### config.mk
export PLATFORM = sky130hd
export DESIGN_NAME = fp_norm24
export DESIGN_NICKNAME = d
export VERILOG_FILES = /design/src/rtl/fp_norm24.sv
export SDC_FILE = /design/constraint.sdc
export NUM_CORES = 1
export LEC_CHECK = 0
export BUFFER_PORTS_ARGS = -buffer_cell sky130_fd_sc_hd__buf_2
export CELL_PAD_IN_SITES_DETAIL_PLACEMENT = 1
export CELL_PAD_IN_SITES_GLOBAL_PLACEMENT = 1
export CORE_UTILIZATION = 43
export CTS_CLUSTER_DIAMETER = 100
export CTS_CLUSTER_SIZE = 28
export DETAILED_ROUTE_END_ITERATION = 7
export GPL_ROUTABILITY_DRIVEN = 0
export GPL_TIMING_DRIVEN = 0
export PLACE_DENSITY = 0.8
export SYNTH_ARGS = -nofsm -noshare
export SYNTH_HDL_FRONTEND = slang
export SYNTH_SLANG_ARGS = --single-unit
### constraint.sdc
create_clock -name clk -period 3.9 [get_ports clk]
set_clock_uncertainty 0.1 [all_clocks]
set_input_delay 0 -clock clk [delete_from_list [all_inputs] [get_ports clk]]
set_output_delay 0 -clock clk [all_outputs]
set_load 0.005 [all_outputs]
### src/rtl/fp_norm24.sv
// fp_norm24 -- post-add normalizer for the FP32 datapath.
//
// Takes the raw mantissa sum (carry + MW bits), its biased exponent and sign.
// It moves the leading one to bit MW-1, adjusts the exponent, and flags
// zero, overflow and underflow. The block is a two-stage pipeline with a
// valid/ready handshake on both sides. Rounding is done by the next stage.
//
// Ports
//   clk        in   1     clock, all state on rising edge
//   reset      in   1     synchronous, active-high
//   in_valid   in   1     input beat valid
//   in_ready   out  1     beat accepted this cycle (combinational from out_ready)
//   in_sign    in   1     sign of result
//   in_exp     in   EW    biased exponent of unnormalized sum
//   in_mant    in   MW+1  raw sum, bit MW = carry-out
//   out_valid  out  1     output beat valid
//   out_ready  in   1     downstream accepts beat
//   out_sign   out  1     sign, passed through
//   out_exp    out  EW    adjusted exponent
//   out_mant   out  MW    normalized mantissa
//   out_zero   out  1     exact zero input
//   out_ovf    out  1     exponent overflow, forced to infinity
//   out_unf    out  1     underflow, flushed to zero

module fp_norm24 #(
    parameter int MW = 24,
    parameter int EW = 8
) (
    input  logic          clk,
    input  logic          reset,
    input  logic          in_valid,
    output logic          in_ready,
    input  logic          in_sign,
    input  logic [EW-1:0] in_exp,
    input  logic [MW:0]   in_mant,
    output logic          out_valid,
    input  logic          out_ready,
    output logic          out_sign,
    output logic [EW-1:0] out_exp,
    output logic [MW-1:0] out_mant,
    output logic          out_zero,
    output logic          out_ovf,
    output logic          out_unf
);

    localparam int LZW = $clog2(MW + 1);

    // Leading-zero count of an MW-bit field; returns MW for an all-zero field.
    // The loop runs low to high, so the highest set bit decides the result.
    function automatic logic [LZW-1:0] lzc(input logic [MW-1:0] v);
        logic [LZW-1:0] n;
        n = LZW'(MW);
        for (int i = 0; i < MW; i++) begin
            if (v[i]) n = LZW'(MW - 1 - i);
        end
        return n;
    endfunction

    logic adv1, adv2;

    logic           s1_valid, s1_sign, s1_carry, s1_zero;
    logic [EW-1:0]  s1_exp;
    logic [MW:0]    s1_mant;
    logic [LZW-1:0] s1_lz;

    logic           s2_valid, s2_sign, s2_zero, s2_ovf, s2_unf;
    logic [EW-1:0]  s2_exp;
    logic [MW-1:0]  s2_mant;

    assign adv2     = !s2_valid || out_ready;
    assign adv1     = !s1_valid || adv2;
    assign in_ready = adv1;

    always_ff @(posedge clk) begin
        if (reset) begin
            s1_valid <= 1'b0;
            s1_sign  <= 1'b0;
            s1_carry <= 1'b0;
            s1_zero  <= 1'b0;
            s1_exp   <= '0;
            s1_mant  <= '0;
            s1_lz    <= '0;
        end else if (adv1) begin
            s1_valid <= in_valid;
            s1_sign  <= in_sign;
            s1_carry <= in_mant[MW];
            s1_zero  <= (in_mant == '0);
            s1_exp   <= in_exp;
            s1_mant  <= in_mant;
            s1_lz    <= lzc(in_mant[MW-1:0]);
        end
    end

    // Exponent compares are done one bit wider so exp+1 and exp-vs-lz never wrap.
    logic [EW:0]    e_wide, e_inc, lz_wide, e_max;
    logic [EW-1:0]  n_exp;
    logic [MW-1:0]  n_mant;
    logic           n_zero, n_ovf, n_unf;

    assign e_wide  = {1'b0, s1_exp};
    assign e_inc   = e_wide + 1'b1;
    assign lz_wide = {{(EW + 1 - LZW){1'b0}}, s1_lz};
    assign e_max   = {1'b0, {EW{1'b1}}};

    always_comb begin
        n_exp  = '0;
        n_mant = '0;
        n_zero = 1'b0;
        n_ovf  = 1'b0;
        n_unf  = 1'b0;
        if (s1_zero) begin
            n_zero = 1'b1;
        end else if (s1_carry) begin
            if (e_inc >= e_max) begin
                n_exp = '1;
                n_ovf = 1'b1;
            end else begin
                n_exp  = e_inc[EW-1:0];
                n_mant = s1_mant[MW:1];
            end
        end else if (e_wide > lz_wide) begin
            n_exp  = s1_exp - EW'(s1_lz);
            n_mant = s1_mant[MW-1:0] << s1_lz;
        end else begin
            n_unf = 1'b1;
        end
    end

    always_ff @(posedge clk) begin
        if (reset) begin
            s2_valid <= 1'b0;
            s2_sign  <= 1'b0;
            s2_exp   <= '0;
            s2_mant  <= '0;
            s2_zero  <= 1'b0;
            s2_ovf   <= 1'b0;
            s2_unf   <= 1'b0;
        end else if (adv2) begin
            s2_valid <= s1_valid;
            s2_sign  <= s1_sign;
            s2_exp   <= n_exp;
            s2_mant  <= n_mant;
            s2_zero  <= n_zero;
            s2_ovf   <= n_ovf;
            s2_unf   <= n_unf;
        end
    end

    assign out_valid = s2_valid;
    assign out_sign  = s2_sign;
    assign out_exp   = s2_exp;
    assign out_mant  = s2_mant;
    assign out_zero  = s2_zero;
    assign out_ovf   = s2_ovf;
    assign out_unf   = s2_unf;

endmodule

# --- After elaboration in Yosys (flattened, before gate mapping) ---
# Cells that the tools add are included.
op_classes:
  addsub: 2
  n_lt_le_gt_ge: 2
  shifts: 1
  mux: 39
  n_reduce_logical: 5
ops:
  columns: ["op", "count"]
  rows:
  - ["2-to-1 mux 5 bit", 23]
  - ["2-to-1 mux 24 bit", 4]
  - ["2-to-1 mux 8 bit", 4]
  - ["zero test 25 bit", 1]
  - ["left shift 24 x 5 -> 24 bit", 1]
  - ["adder 8 x 1 -> 9 bit (second input constant)", 1]
  - ["greater-or-equal comparator 9 x 8 -> 1 bit (second input constant)", 1]
  - ["> comparator 8 x 5 -> 1 bit", 1]
  - ["subtractor 8 x 5 -> 8 bit", 1]
  - ["2-to-1 mux 1 bit", 7]
  - ["2-to-1 mux 4 bit", 1]
  - ["zero test 1 bit", 2]
  - ["logical OR 1 bit", 2]
word_totals:
  regBits: 79
  inputBits: 38
  output_inout_bits: 38
  word_cells: 63

# --- Logic depth before layout (Yosys ltp) ---
logic_depth:
  depth_word: 24
  ltp_mapped: 11
  ltp_nobuf: 10

# --- Least setup slack after synthesis ---
# OpenSTA, ideal clock, no wires.
synth_timing:
  path_type: "register to register"
  start: "reg s1_lz[1]"
  end: "reg s2_exp[5] (netlist: out_exp[5])"
  setup_time_ps: 117
  arrival_ps: 2885
  t_required_ps: 3683
  setup_slack_ps: 797
  stages_incl_launch_ff: 12
  n_path_buf: 3
  synth_period_minus_slack_ps: 3103
  cell_sequence: "dfxtp_1 buf_2 buf_4 buf_4 inv_1 fa_1 a211oi_2 o21bai_2 a2111o_1 and4_1 a211o_1 a32o_1"
synth_via:
  elab_chain_cells: 4
synth_rtl:
  columns: ["element", "line_no", "rtl"]
  rows:
  - ["from (decl)", "64", "logic [LZW-1:0] s1_lz;"]
  - ["from (signal assigned)", "90", "s1_lz <= lzc(in_mant[MW-1:0]);"]
  - ["subtractor 8 x 5 -> 8 bit / > comparator 8 x 5 -> 1 bit (equally long branches)", "122, 121", null]
  - ["2-to-1 mux 8 bit *", "121", "end else if (e_wide > lz_wide) begin"]
  - ["2-to-1 mux 8 bit *", "113", "end else if (s1_carry) begin"]
  - ["2-to-1 mux 8 bit *", "111", "if (s1_zero) begin"]
  - ["to (signal assigned)", "141", "s2_exp <= n_exp;"]
  - ["to (decl)", "67", "logic [EW-1:0] s2_exp;"]
# Mark *: on every way between the ends. The rest lies on a longest branch, timed or not.
# A chain may end at the register's enable or synchronous reset.

# --- Worst setup path in the final report ---
layout_timing:
  start: "reg s1_lz[2]"
  end: "reg s2_mant[15] (netlist: out_mant[15])"
layout_via:
  elab_chain_cells: 4
layout_rtl:
  columns: ["element", "line_no", "rtl"]
  rows:
  - ["> comparator 8 x 5 -> 1 bit / left shift 24 x 5 -> 24 bit (equally long branches)", "121, 123", null]
  - ["2-to-1 mux 24 bit *", "121", null]
  - ["2-to-1 mux 24 bit *", "113", null]
  - ["2-to-1 mux 24 bit *", "111", null]
  - ["to (signal assigned)", "142", "s2_mant <= n_mant;"]
  - ["to (decl)", "68", "logic [MW-1:0] s2_mant;"]
# Marks and branches as above.

==> results_dict.tcl <==
set metrics [dict create \
    outcome "finished, final reports clean" \
    min_period_ns 3.66 \
    syn_area_um2 4880 \
    worstHoldStart "reset" \
    synth_adder_area_share 0.0221 \
    irDropWorstVdd_mv 0.218 \
    clk_latency_ns 0.35 \
    cts_root_buf "clkbuf_16" \
    ys_seq_area_frac 0.320 \
    r2r-start "s1_lz[2]" \
    ys_types 66 \
    relSlewSlack 0.450 \
    grt_pass1_wl_um 27400 \
    die_h_um 108 \
    finalHoldViolCount 0 \
    drt.antenna.violating_nets 0 \
    grt_usage 0.313 \
    drtIter0Drc 364 \
    syn_nets 642 \
    synth_top_family_by_area "compound AO/OA/AOI/OAI gates" \
    synth_edf_count 0 \
    cts_tree "built" \
    maxCapViolations 0 \
    antenna_cells 0 \
    required_ns 4.03 \
    area_growth_pct 25.5 \
    wl_um 17600 \
    numCtsBuffers 9 \
    route.detailed.drc 0 \
    worst_setup_path_start_kind "flip-flop" \
    worstMarginPinSlew_ns 0.813 \
    grt_pass1_vias 5211 \
    drive_gt1_frac 0.202 \
    finalSetupTns_ns 0 \
    layout_commonest_cell "nand2_1" \
    dr.pass1.iters 5 \
    p_per_area_nw_per_um2 373 \
    start_util 0.446 \
    clock_sinks 78 \
    synthXorXnorAreaFrac 0.0144 \
    grt_antenna_before_repair 0 \
    routedWlPerCell_um 20.5 \
    ys_warn_count 0 \
    async_reset_ff_frac 0 \
    grt_max_degree 15 \
    ys_ff_latch 78 \
    dpl.hpwl_um 13100 \
    clk_pin_slew_ns 0.06 \
    critPathCaptureType "flip-flop" \
    cp.arrival_ns 3.79 \
    syn_inst 596 \
    num_rows 38 \
    synth_mux_area_frac 0.162 \
    clock_path_buffers 2 \
    die_x_um 108 \
    final_nets 762 \
    pin_count 76 \
    final_cell_mix "nand2_1, buf_2, dfxtp_1" \
    fin_crit_sh 0.939 \
    dpl_cell_area_um2 5420 \
    coreArea_um2 10900 \
    synth_compound_area_frac 0.226 \
    crit_path_start "s1_lz[2]" \
    synth_area_per_cell_um2 8.18 \
    htree_levels 3 \
    die_area_um2 11800 \
    grt_overflow 0 \
    port_buffers 74 \
    rsz0062_at_grt "no" \
    finalSetupViolCount 0 \
    p_leak_uw 0.00246 \
    synthSimpleGateAreaFrac 0.207 \
    max_freq_mhz 273 \
    viasPerCell 5.90 \
    slew_viol_final 0 \
    vias 5083 \
    design_area_um2 6120 \
    crit_type "flip-flop to flip-flop" \
    crit_path_max_fanout 10 \
    synth-main-ff-cell "dfxtp_1" \
    min_path_type "input port to flip-flop" \
]
## final timing paths
path | to | slack [ns] | depth (start not counted)
worst max-delay path | out_mant[15] | 0.24 | 11
worst min-delay path | s1_lz[0] | 0.14 | 3
worst max register to register | out_mant[15] | 0.24 | 11
worst min register to register | out_mant[17] | 0.35 | 2
## Yosys cell counts, drive strengths merged, types with 4 or more instances
library cell,n,area (µm²)
a221o,6,60.1
mux2,16,180
o21ai,29,145
nor3,10,50.1
nor2,46,175
nand3,6,30.0
nor2b,8,50.1
nand2,121,454
xor2,5,43.8
a21o,4,30.0
a21oi,64,320
o21bai,4,33.8
mux2i,18,180
buf,17,85.1
or4,7,52.6
a2111oi,4,41.3
mux4,19,428
ha,7,87.6
o31ai,6,45.0
inv,15,56.3
a22o,6,52.6
dfxtp,78,1560
a22oi,12,90.1
clkbuf,24,90.1
a211oi,6,50.1
nor4,7,58.8
## through the flow
step,setup slack (ns),util,instances,power [µW],hold slack [ns]
floorplan,0.797,-,596,1160,0.0207
global placement,0.338,0.496,810,1290,0.115
detailed placement,0.221,0.496,810,1320,0.154
CTS,0.198,0.558,861,2280,0.111
global route,0.0285,0.559,861,2360,0.191
finish,0.237,0.559,861,2280,0.141
## cells by family after synthesis
group,after synthesis
buf+inv,57
flops,78
fa+ha+maj,8
simple gates,225
xor+xnor,8
compound gates,167
mux,53
## metal layers
layer | global-route usage | wire, µm
met2 | 0.520 | 8470
met5 | 0 | 0
met4 | 0.156 | 563
met1 | 0.395 | 7650
met3 | 0.0434 | 941
## worst max-delay path: stages (launching register included)
cell       delay, ns
dfxtp_1         0.30
buf_2           0.22
buf_2           0.29
inv_1           0.12
clkbuf_1        0.27
ha_1            0.45
a211oi_2        0.37
o21bai_2        0.18
a2111o_1        0.52
nand3b_1        0.30
a2111oi_0       0.13
a221o_1         0.29
## sequential cells by signal, indices dropped and copies added, names as in the netlist
| register | count |
|---|---|
| s1_valid | 1 |
| out_valid | 1 |
| s1_sign | 1 |
| out_unf | 1 |
| s1_carry | 1 |
| out_sign | 1 |
| out_ovf | 1 |
| s1_lz | 5 |
| out_exp | 8 |
| s1_zero | 1 |
| out_mant | 24 |
| s1_exp | 8 |
| s1_mant | 24 |
| out_zero | 1 |
## report_power, final
part | leakage [µW] | internal, µW | switching (µW) | total, µW
clock network | 0.000159 | 582 | 358 | 940
registers | 0.000644 | 847 | 56.9 | 904
logic | 0.00166 | 200 | 234 | 434
total | 0.00246 | 1630 | 649 | 2280
## timing repair
| item | in CTS | in global routing |
|---|---|---|
| endpoints found under the hold margin | 38 | 0 |
| setup buffers | 0 | 0 |
| resized for setup | 0 | 1 |
| endpoints found under the setup margin | 0 | 7 |
| hold buffers | 35 | 0 |
## final cells by class
cell class / count / area, µm²
Fill cell: 1320 / 4820
Multi-Input combinational cell: 461 / 3090
Sequential cell: 78 / 1560
Timing Repair Buffer: 109 / 721
Clock buffer: 10 / 239
Buffer: 41 / 175
Tap cell: 140 / 175
Clock inverter: 6 / 93.8
Inverter: 16 / 60.1
Power figures use the tool's default switching activity.
